**src/rtl/sprite_list_reader.sv**
```systemverilog
`default_nettype none
// ============================================================================
// sprite_list_reader: sweeps NUM_REC records of REC_BYTES words out of a RAM
// read port and presents each whole record on a valid/ready stream.
// Optional feature macro: SPRITE_LIST_SKIP_EMPTY_EN (drop records whose word 0 is 0).
// Rev 1.0
// ============================================================================
module sprite_list_reader #(
  parameter int                ADDR_W    = 8,
  parameter int                DATA_W    = 8,
  parameter int                REC_BYTES = 4,
  parameter int                NUM_REC   = 24,
  parameter logic [ADDR_W-1:0] BASE      = '0,
  localparam int               IDX_W     = (NUM_REC > 1) ? $clog2(NUM_REC) : 1
) (
  input  logic                          clock,
  input  logic                          reset_n,
  input  logic                          start,
  input  logic                          abort,
  output logic                          busy,
  output logic                          done,
  output logic                          ram_enable,
  output logic [ADDR_W-1:0]             ram_address,
  input  logic [DATA_W-1:0]             ram_q,
  output logic                          rec_valid,
  input  logic                          rec_ready,
  output logic [REC_BYTES*DATA_W-1:0]   rec_data,
  output logic [IDX_W-1:0]              rec_index
);

  localparam int               K_W      = (REC_BYTES > 1) ? $clog2(REC_BYTES) : 1;
  localparam int               REC_W    = REC_BYTES * DATA_W;
  localparam logic [K_W-1:0]   LAST_K   = K_W'(REC_BYTES - 1);
  localparam logic [IDX_W-1:0] LAST_IDX = IDX_W'(NUM_REC - 1);

`ifdef SPRITE_LIST_SKIP_EMPTY_EN
  localparam bit SKIP_EMPTY = 1'b1;
`else
  localparam bit SKIP_EMPTY = 1'b0;
`endif

  typedef enum logic [2:0] {
    S_IDLE    = 3'd0,
    S_FETCH   = 3'd1,
    S_PRESENT = 3'd2,
    S_DRAIN   = 3'd3,
    S_FINISH  = 3'd4
  } state_t;

  state_t              state_q, state_d;
  logic                busy_q, busy_d;
  logic                done_q, done_d;
  logic                ram_enable_q, ram_enable_d;
  logic [ADDR_W-1:0]   ram_address_q, ram_address_d;
  logic [K_W-1:0]      issue_k_q, issue_k_d;
  logic                cap_vld_q, cap_vld_d;
  logic [K_W-1:0]      cap_k_q, cap_k_d;
  logic                rec_valid_q, rec_valid_d;
  logic [REC_W-1:0]    rec_data_q, rec_data_d;
  logic [IDX_W-1:0]    rec_index_q, rec_index_d;

  logic                w_rec_done;
  logic                w_last;
  logic [DATA_W-1:0]   w_word0;
  logic                w_empty;

  // cap_vld_q/cap_k_q: the RAM latched word cap_k_q on the last edge, so ram_q holds it now
  assign w_rec_done = cap_vld_q && (cap_k_q == LAST_K);
  assign w_last     = (rec_index_q == LAST_IDX);
  assign w_word0    = (cap_k_q == '0) ? ram_q : rec_data_q[DATA_W-1:0];
  assign w_empty    = SKIP_EMPTY && (w_word0 == '0);

  always_comb begin
    logic next_rec;
    next_rec      = 1'b0;
    state_d       = state_q;
    busy_d        = busy_q;
    done_d        = 1'b0;
    ram_enable_d  = 1'b0;
    ram_address_d = ram_address_q;
    issue_k_d     = issue_k_q;
    cap_vld_d     = ram_enable_q;
    cap_k_d       = ram_enable_q ? issue_k_q : cap_k_q;
    rec_valid_d   = rec_valid_q;
    rec_data_d    = rec_data_q;
    rec_index_d   = rec_index_q;

    if (cap_vld_q) begin
      rec_data_d[int'(cap_k_q)*DATA_W +: DATA_W] = ram_q;
    end

    case (state_q)
      S_IDLE: begin
        if (start && !abort) begin
          state_d       = S_FETCH;
          busy_d        = 1'b1;
          ram_enable_d  = 1'b1;
          ram_address_d = BASE;
          issue_k_d     = '0;
          rec_index_d   = '0;
        end
      end
      S_FETCH: begin
        if (ram_enable_q && (issue_k_q != LAST_K)) begin
          ram_enable_d  = 1'b1;
          ram_address_d = ram_address_q + ADDR_W'(1);
          issue_k_d     = issue_k_q + K_W'(1);
        end
        if (w_rec_done) begin
          if (w_empty) begin
            // Empty record: the final decision is held one cycle before done
            if (w_last) state_d = S_DRAIN;
            else        next_rec = 1'b1;
          end else begin
            state_d     = S_PRESENT;
            rec_valid_d = 1'b1;
          end
        end
      end
      S_PRESENT: begin
        if (rec_ready) begin
          rec_valid_d = 1'b0;
          if (w_last) begin
            state_d = S_FINISH;
            busy_d  = 1'b0;
            done_d  = 1'b1;
          end else begin
            state_d  = S_FETCH;
            next_rec = 1'b1;
          end
        end
      end
      S_DRAIN: begin
        state_d = S_FINISH;
        busy_d  = 1'b0;
        done_d  = 1'b1;
      end
      S_FINISH: begin
        state_d = S_IDLE;
      end
      default: begin
        state_d = S_IDLE;
        busy_d  = 1'b0;
      end
    endcase

    // Records are contiguous, so the next record starts one past the last issued word
    if (next_rec) begin
      ram_enable_d  = 1'b1;
      ram_address_d = ram_address_q + ADDR_W'(1);
      issue_k_d     = '0;
      rec_index_d   = rec_index_q + IDX_W'(1);
    end

    if (abort && (state_q != S_IDLE)) begin
      state_d      = S_IDLE;
      busy_d       = 1'b0;
      done_d       = 1'b0;
      ram_enable_d = 1'b0;
      cap_vld_d    = 1'b0;
      rec_valid_d  = 1'b0;
    end
  end

  always_ff @(posedge clock or negedge reset_n) begin
    if (!reset_n) begin
      state_q       <= S_IDLE;
      busy_q        <= 1'b0;
      done_q        <= 1'b0;
      ram_enable_q  <= 1'b0;
      ram_address_q <= '0;
      issue_k_q     <= '0;
      cap_vld_q     <= 1'b0;
      cap_k_q       <= '0;
      rec_valid_q   <= 1'b0;
      rec_data_q    <= '0;
      rec_index_q   <= '0;
    end else begin
      state_q       <= state_d;
      busy_q        <= busy_d;
      done_q        <= done_d;
      ram_enable_q  <= ram_enable_d;
      ram_address_q <= ram_address_d;
      issue_k_q     <= issue_k_d;
      cap_vld_q     <= cap_vld_d;
      cap_k_q       <= cap_k_d;
      rec_valid_q   <= rec_valid_d;
      rec_data_q    <= rec_data_d;
      rec_index_q   <= rec_index_d;
    end
  end

  assign busy        = busy_q;
  assign done        = done_q;
  assign ram_enable  = ram_enable_q;
  assign ram_address = ram_address_q;
  assign rec_valid   = rec_valid_q;
  assign rec_data    = rec_data_q;
  assign rec_index   = rec_index_q;

endmodule

`default_nettype wire

```
**config.mk**
```make
export PLATFORM = sky130hd
export DESIGN_NAME = sprite_list_reader
export DESIGN_NICKNAME = d
export VERILOG_FILES = /design/src/rtl/sprite_list_reader.sv
export SDC_FILE = /design/constraint.sdc
export NUM_CORES = 1
export LEC_CHECK = 0
export BUFFER_PORTS_ARGS = -buffer_cell sky130_fd_sc_hd__buf_2
export CORE_ASPECT_RATIO = 0.8
export CORE_MARGIN = 2
export CORE_UTILIZATION = 30
export CTS_BUF_LIST = sky130_fd_sc_hd__clkbuf_16
export CTS_CLUSTER_DIAMETER = 120
export DETAILED_ROUTE_END_ITERATION = 6
export PLACE_DENSITY_LB_ADDON = 0.12
export SYNTH_ARGS = -nofsm -noshare
export SYNTH_HDL_FRONTEND = slang
export SYNTH_SLANG_ARGS = --single-unit
export TNS_END_PERCENT = 30
```
**constraint.sdc**
```tcl
create_clock -name clock -period 2.55 [get_ports clock]
set_input_delay 0.255 -clock clock [delete_from_list [all_inputs] [get_ports clock]]
set_output_delay 0.255 -clock clock [all_outputs]
set_load 0.01 [all_outputs]
```
==> results of run 1 <==
[Yosys cell counts, types with 4 or more instances]
library cell | instances | area, sq um
a21oi_1 | 7 | 35.0
ha_1 | 8 | 100
inv_1 | 6 | 22.5
a22o_1 | 34 | 298
o21ai_0 | 6 | 30.0
nand3_1 | 7 | 35.0
dfrtp_1 | 57 | 1430
a211o_1 | 4 | 35.0
nor2_1 | 11 | 41.3
nand2_1 | 14 | 52.6
and3_1 | 7 | 43.8
mux2i_1 | 5 | 50.1
[worst max-delay path by stage]
stage / start / end / slack (ns) / cells past startpoint
floorplan: cap_k_q[0] / rec_data[24] / 0.66 / 4
global placement: cap_k_q[1] / rec_data[9] / 0.35 / 5
detailed placement: cap_k_q[1] / rec_data[8] / 0.37 / 5
CTS: cap_k_q[1] / rec_data[9] / 0.36 / 5
global route: cap_k_q[1] / rec_data[9] / 0.26 / 5
finish: cap_k_q[1] / rec_data[9] / 0.43 / 5
[worst max-delay path, cell delays in order (launching register included)]
cell and delay [ns]:
dfrtp_1 0.40, inv_1 0.13, ha_1 0.16, nand2_1 0.25, nor4b_2 0.87, a22o_1 0.24
[routing by layer]
| metal | routed length (um) | share of wire | vias up | track usage |
|---|---|---|---|---|
| li1 | - | - | 942 | - |
| met4 | 109 | 0.017 | 0 | 0.0531 |
| met5 | 0 | 0 | - | 0 |
| met2 | 2590 | 0.41 | 47 | 0.207 |
| met3 | 327 | 0.052 | 12 | 0.0353 |
| met1 | 3280 | 0.52 | 981 | 0.227 |
[flip-flops by register name, indices dropped and copies added (netlist names)]
| signal | count |
|---|---|
| cap_k_q | 2 |
| ram_address | 8 |
| busy | 1 |
| done | 1 |
| ram_enable | 1 |
| rec_index | 5 |
| rec_data | 32 |
| cap_vld_q | 1 |
| rec_valid | 1 |
| state_q | 3 |
| issue_k_q | 2 |
[layout make-up]
class	count	area (sq um)	area share
Clock inverter	6	60.1	0.0182
Tap cell	112	140	0.0424
Multi-Input combinational cell	140	1050	0.319
Clock buffer	9	225	0.0682
Sequential cell	57	1430	0.432
Timing Repair Buffer	70	375	0.114
Inverter	6	22.5	0.00682
[metrics by stage]
| step | utilization | cell area [sq um] | worst slack (ns) |
|---|---|---|---|
| after CTS | 0.395 | 3300 | 0.362 |
| final | 0.395 | 3300 | 0.431 |
| after floorplan | - | 2540 | 0.658 |
| after global placement | 0.359 | 3010 | 0.352 |
| after detailed placement | 0.359 | 3010 | 0.371 |
| after global routing | 0.395 | 3300 | 0.257 |
[kinds of logic after synthesis]
logic type,count (synthesis)
simple gates,63
fa+ha+maj,9
buf+inv,14
compound gates,61
flops,57
mux,7
[layout by cell type, fill, tap and decap left out, types with 6 or more instances in the layout]
master,count
clkbuf_16,9
a21oi_1,7
dfrtp_1,57
nand3_1,7
nand2_1,14
inv_1,6
buf_2,61
o21ai_0,6
and3_1,7
ha_1,8
a22o_1,34
nor2_1,11
buf_4,8
[repair_timing]
| item | in CTS | in global routing |
|---|---|---|
| hold endpoints to repair | 19 | 0 |
| hold buffers | 1 | 0 |
| setup endpoints to repair | 0 | 0 |
| setup buffers | 0 | 0 |
[power by group]
part           switching, mW  internal [mW]
Combinational          0.443          0.435
Sequential             0.207           1.15
Clock                  0.417          0.744
==> impl_metrics.csv, run 1 <==
group,metric,value,unit
worst_setup_path,critPathLaunchType,"register",
grt,grt_pass1_vias,2016,
outcome,status,"finished clean",
detailed_routing,first_iter_violations,65,
synth,synthXorXnorAreaFrac,0,
synth,synth_edf_count,0,
synth,synth_seq_cells,57,
power,p_total,3.40,mW
clock_network,numClockSinks,57,
synth,synth-compound-area-share,0.193,
detailed_routing,drc,0,
synth,async_flop_share,1.00,
worst_setup_path,r2r-end,"rec_data[9]",
clock_network,cts_root_buf,"clkbuf_16",
synth,yosys_most_used_dff,"dfrtp_1",
clock_network,cts_max_level,3,
finish,finalNonFillerCells,400,
power,total_leakage_power,1.66,nW
worst_setup_path,critical_path_class,"reg -> reg",
floorplanning,die_y,86.4,um
clock_network,post_cts.resized_instances,0,
min_path,holdCritStartpoint,"ram_q[0]",
timing,skew,0.00462,ns
worst_setup_path,r2r_start,"cap_k_q[1]",
synth,synthMuxAreaShare,0.0285,
finish,drive_gt1_frac,0.323,
synth,syn-num-nets,232,
placed_design,dp.cells,384,
clock_network,numCtsBuffers,9,
timing,max-slew-margin-rel,0.365,
floorplanning,rows,30,
min_path,worstHoldEndpoint,"rec_data[8]",
min_path,hold_depth,2,
synth,synth-simple-area-share,0.147,
timing,fmax,472,MHz
clock_network,insertion_delay,0.32,ns
finish,final.fill_count,822,
worst_setup_path,r2r_slack,0.43,ns
floorplanning,core_area,0.00837,sq mm
floorplanning,design.die.area,0.00924,sq mm
worst_setup_path,end_kind,"register",
synth,synth_top_family_by_area,"compound AO/OA/AOI/OAI gates",
grt,grt_overflow,0,
timing,period_share,0.831,
detailed_routing,firstDrtPassIters,4,
clock_network,cts_tree,"yes",
floorplanning,die_w,107,um
detailed_routing,final_antenna_net_count,0,
synth,yosys.area_share.adder,0.0433,
placed_design,gp_congestion,0.750,
clock_network,clkTransAtPathRegs,0.05,ns
worst_setup_path,reg2reg_depth,5,
finish,syn2layout_area_growth,29.9,%
synth,syn_area,0.00254,sq mm
power,powerDensity,1030,mW/mm^2
finish,fin_nets,305,
worst_setup_path,cp.required,2.81,ns
clock_network,clockBufferDepth,2,
power,ir_drop,0.312,mV
synth,netlist_instances,211,
worst_setup_path,worstPathArrival,2.38,ns
detailed_routing,routedWlPerCell,15.8,um
timing,holdWs,0.200,ns
min_path,hp-class,"in -> reg",
timing,setup_viol_count_final,0,
timing,final_hold_viol_count,0,
grt,grt_max_degree,22,
grt,grt_usage,0.150,
synth,ys_types,41,
worst_setup_path,crit_fanout,9,
placed_design,dpl.hpwl,4460,um
finish,num_antenna_cells,0,
timing,setup_tns,0,ns
timing,rsz0062_at_grt,"false",
timing,slew_violations,0,
synth,ys_warn_count,0,
timing,period_needed,2.12,ns
floorplanning,initial_core_util,0.304,
grt,grt_pass1_wl,10700,um
floorplanning,ios,62,
timing,worst_slew_pin_slew,0.950,ns
synth,yosysSeqAreaShare,0.561,
detailed_routing,via_count,1982,
detailed_routing,drt-total-wl,6310,um
detailed_routing,vias_per_cell,4.96,
run,maxCapViolCount,0,
grt,antenna_found_initial,0,
placed_design,io_buffers,61,
synth,avgSynthCellArea,12.1,sq um
Note: power is estimated with default switching activity, not from simulation.
==> inputs of run 2 (changes only) <==
==> constraint.sdc (replaced) <==
create_clock -name clock -period 1.8 [get_ports clock]
set_input_delay 0.18 -clock clock [delete_from_list [all_inputs] [get_ports clock]]
set_output_delay 0.18 -clock clock [all_outputs]
set_load 0.01 [all_outputs]
==> impl_metrics.csv, run 2 (synthesis gave the netlist of run 1 again) <==
group,metric,value,unit
finish,syn2layout_area_growth,38.8,%
clock_network,cts_max_level,3,
timing,skew,0.00731,ns
grt,gr-usage-met2,0.210,
detailed_routing,first_iter_violations,125,
finish,fin_nets,329,
finish,largest_register_ff_count,32,
timing,rsz0062_at_grt,"true",
grt,grt_usage,0.150,
grt,grt-busiest-layer,"met1",
clock_network,cts_tree,"yes",
outcome,status,"finished clean",
clock_network,post_cts_buffers,0,
worst_setup_path,path_cells,"or3b_4, o32ai_2, nor2_1, a221o_1",
grt,antenna_found_initial,0,
placed_design,dpl.hpwl,4690,um
detailed_routing,final_antenna_net_count,0,
clock_network,numCtsBuffers,9,
clock_network,insertion_delay,0.32,ns
floorplanning,design.die.area,0.00924,sq mm
worst_setup_path,worstPathArrival,1.96,ns
timing,slew_violations,0,
run,maxCapViolCount,0,
detailed_routing,drt-total-wl,6440,um
clock_network,clkTransAtPathRegs,0.05,ns
power,total_leakage_power,1.79,nW
grt,gr-usage-met3,0.0504,
placed_design,gp_congestion,0.775,
finish,final.fill_count,800,
grt,grt_overflow,0,
power,ir_drop,0.462,mV
floorplanning,rows,30,
detailed_routing,via_count,2030,
timing,period_share,0.981,
clock_network,numClockSinks,57,
worst_setup_path,crit_path_top_delay_cell,"or3b_4",
power,p_total,5.00,mW
detailed_routing,firstDrtPassIters,4,
grt,grt_pass1_vias,1993,
grt,met1_usage,0.220,
timing,setup_viol_count_final,0,
finish,final_cell_mix,"buf_2, dfrtp_1, a22o_1, buf_4, nand2_1",
floorplanning,initial_core_util,0.304,
power,powerDensity,1420,mW/mm^2
timing,fmax,567,MHz
placed_design,io_buffers,61,
grt,grt_max_degree,22,
floorplanning,die_y,86.4,um
detailed_routing,vias_per_cell,4.78,
clock_network,clockBufferDepth,2,
min_path,hp-class,"in -> reg",
floorplanning,die_w,107,um
worst_setup_path,critical_path_class,"reg -> reg",
timing,period_needed,1.77,ns
worst_setup_path,crit_fanout,6,
timing,final_hold_viol_count,0,
detailed_routing,routedWlPerCell,15.1,um
worst_setup_path,cp_top_family,"compound AO/OA/AOI/OAI gates",
floorplanning,ios,62,
timing,max-slew-margin-rel,0.639,
worst_setup_path,critPathLaunchType,"register",
finish,multi_input_area,0.00107,sq mm
worst_setup_path,worst-path-buf-inv,0,
floorplanning,core_area,0.00837,sq mm
worst_setup_path,end_kind,"register",
clock_network,cts_root_buf,"clkbuf_16",
timing,worst_slew_pin_slew,0.541,ns
worst_setup_path,cp.required,2.00,ns
finish,num_antenna_cells,0,
grt,grt_pass1_wl,10400,um
finish,regArea,0.00143,sq mm
detailed_routing,drc,0,
finish,drive_gt1_frac,0.380,
finish,layout.cells.most_common,"buf_2",
finish,final_util,0.422,
worst_setup_path,cp_slowest_stage_delay,0.44,ns
[run 2: changes by cell type in the layout (fill, tap and decap cells not counted), sizes merged]
cell      previous run  this run
buf                 69        93
clkinv               4         3
clkinvlp             1         2
inv                  6         7
[run 2: final timing paths]
kind	from	end	slack, ns	cells after the start
min in group asynchronous	reset_n	rec_data[8]	0.37	2
min reg2reg	rec_data[28]	rec_data[28]	0.50	1
max reg2reg	state_q[0]	ram_address[6]	0.03	4
max in group asynchronous	reset_n	issue_k_q[1]	0.92	3
max	state_q[0]	ram_address[6]	0.03	4
min	ram_q[6]	rec_data[6]	0.12	2
[run 2: final cells by class]
type,count,share of cell area
inverters,6,0.00638
well taps,112,0.0397
repair buffers,94,0.166
multi-input cells,140,0.303
clock inverters,7,0.0177
flip-flops and latches,57,0.404
clock buffers,9,0.0638
[run 2: timing repair]
item,CTS,global route
endpoints found under the setup margin,0,20
gates resized for setup,0,4
endpoints found under the hold margin,19,0
hold buffers,1,0
[run 2: report_power, final]
| part | internal [mW] | switching, mW | leakage [nW] |
|---|---|---|---|
| registers | 1.63 | 0.225 | 0.766 |
| clock network | 1.05 | 0.582 | 0.140 |
| logic | 0.771 | 0.731 | 0.889 |
[run 2: per-stage QoR]
step	TNS, ns	instances	worst slack [ns]	hold WS, ns	instance area [sq um]
5_1_grt	-0.0848	425	-0.0281	0.115	3530
2_1_floorplan	-0.0110	211	-0.0110	-0.116	2550
3_5_place_dp	0	408	0.0396	0.196	3210
3_3_place_gp	0	408	0.0606	0.197	3210
6_report	0	425	0.0348	0.123	3530
4_1_cts	0	425	0.0280	0.117	3510
[run 2: metal layers]
layer | wire length (um) | vias up | share of wire
met4 | 86 | 0 | 0.013
met1 | 3250 | 976 | 0.50
li1 | - | 995 | -
met2 | 2770 | 50 | 0.43
met5 | 0 | - | 0
met3 | 334 | 9 | 0.052
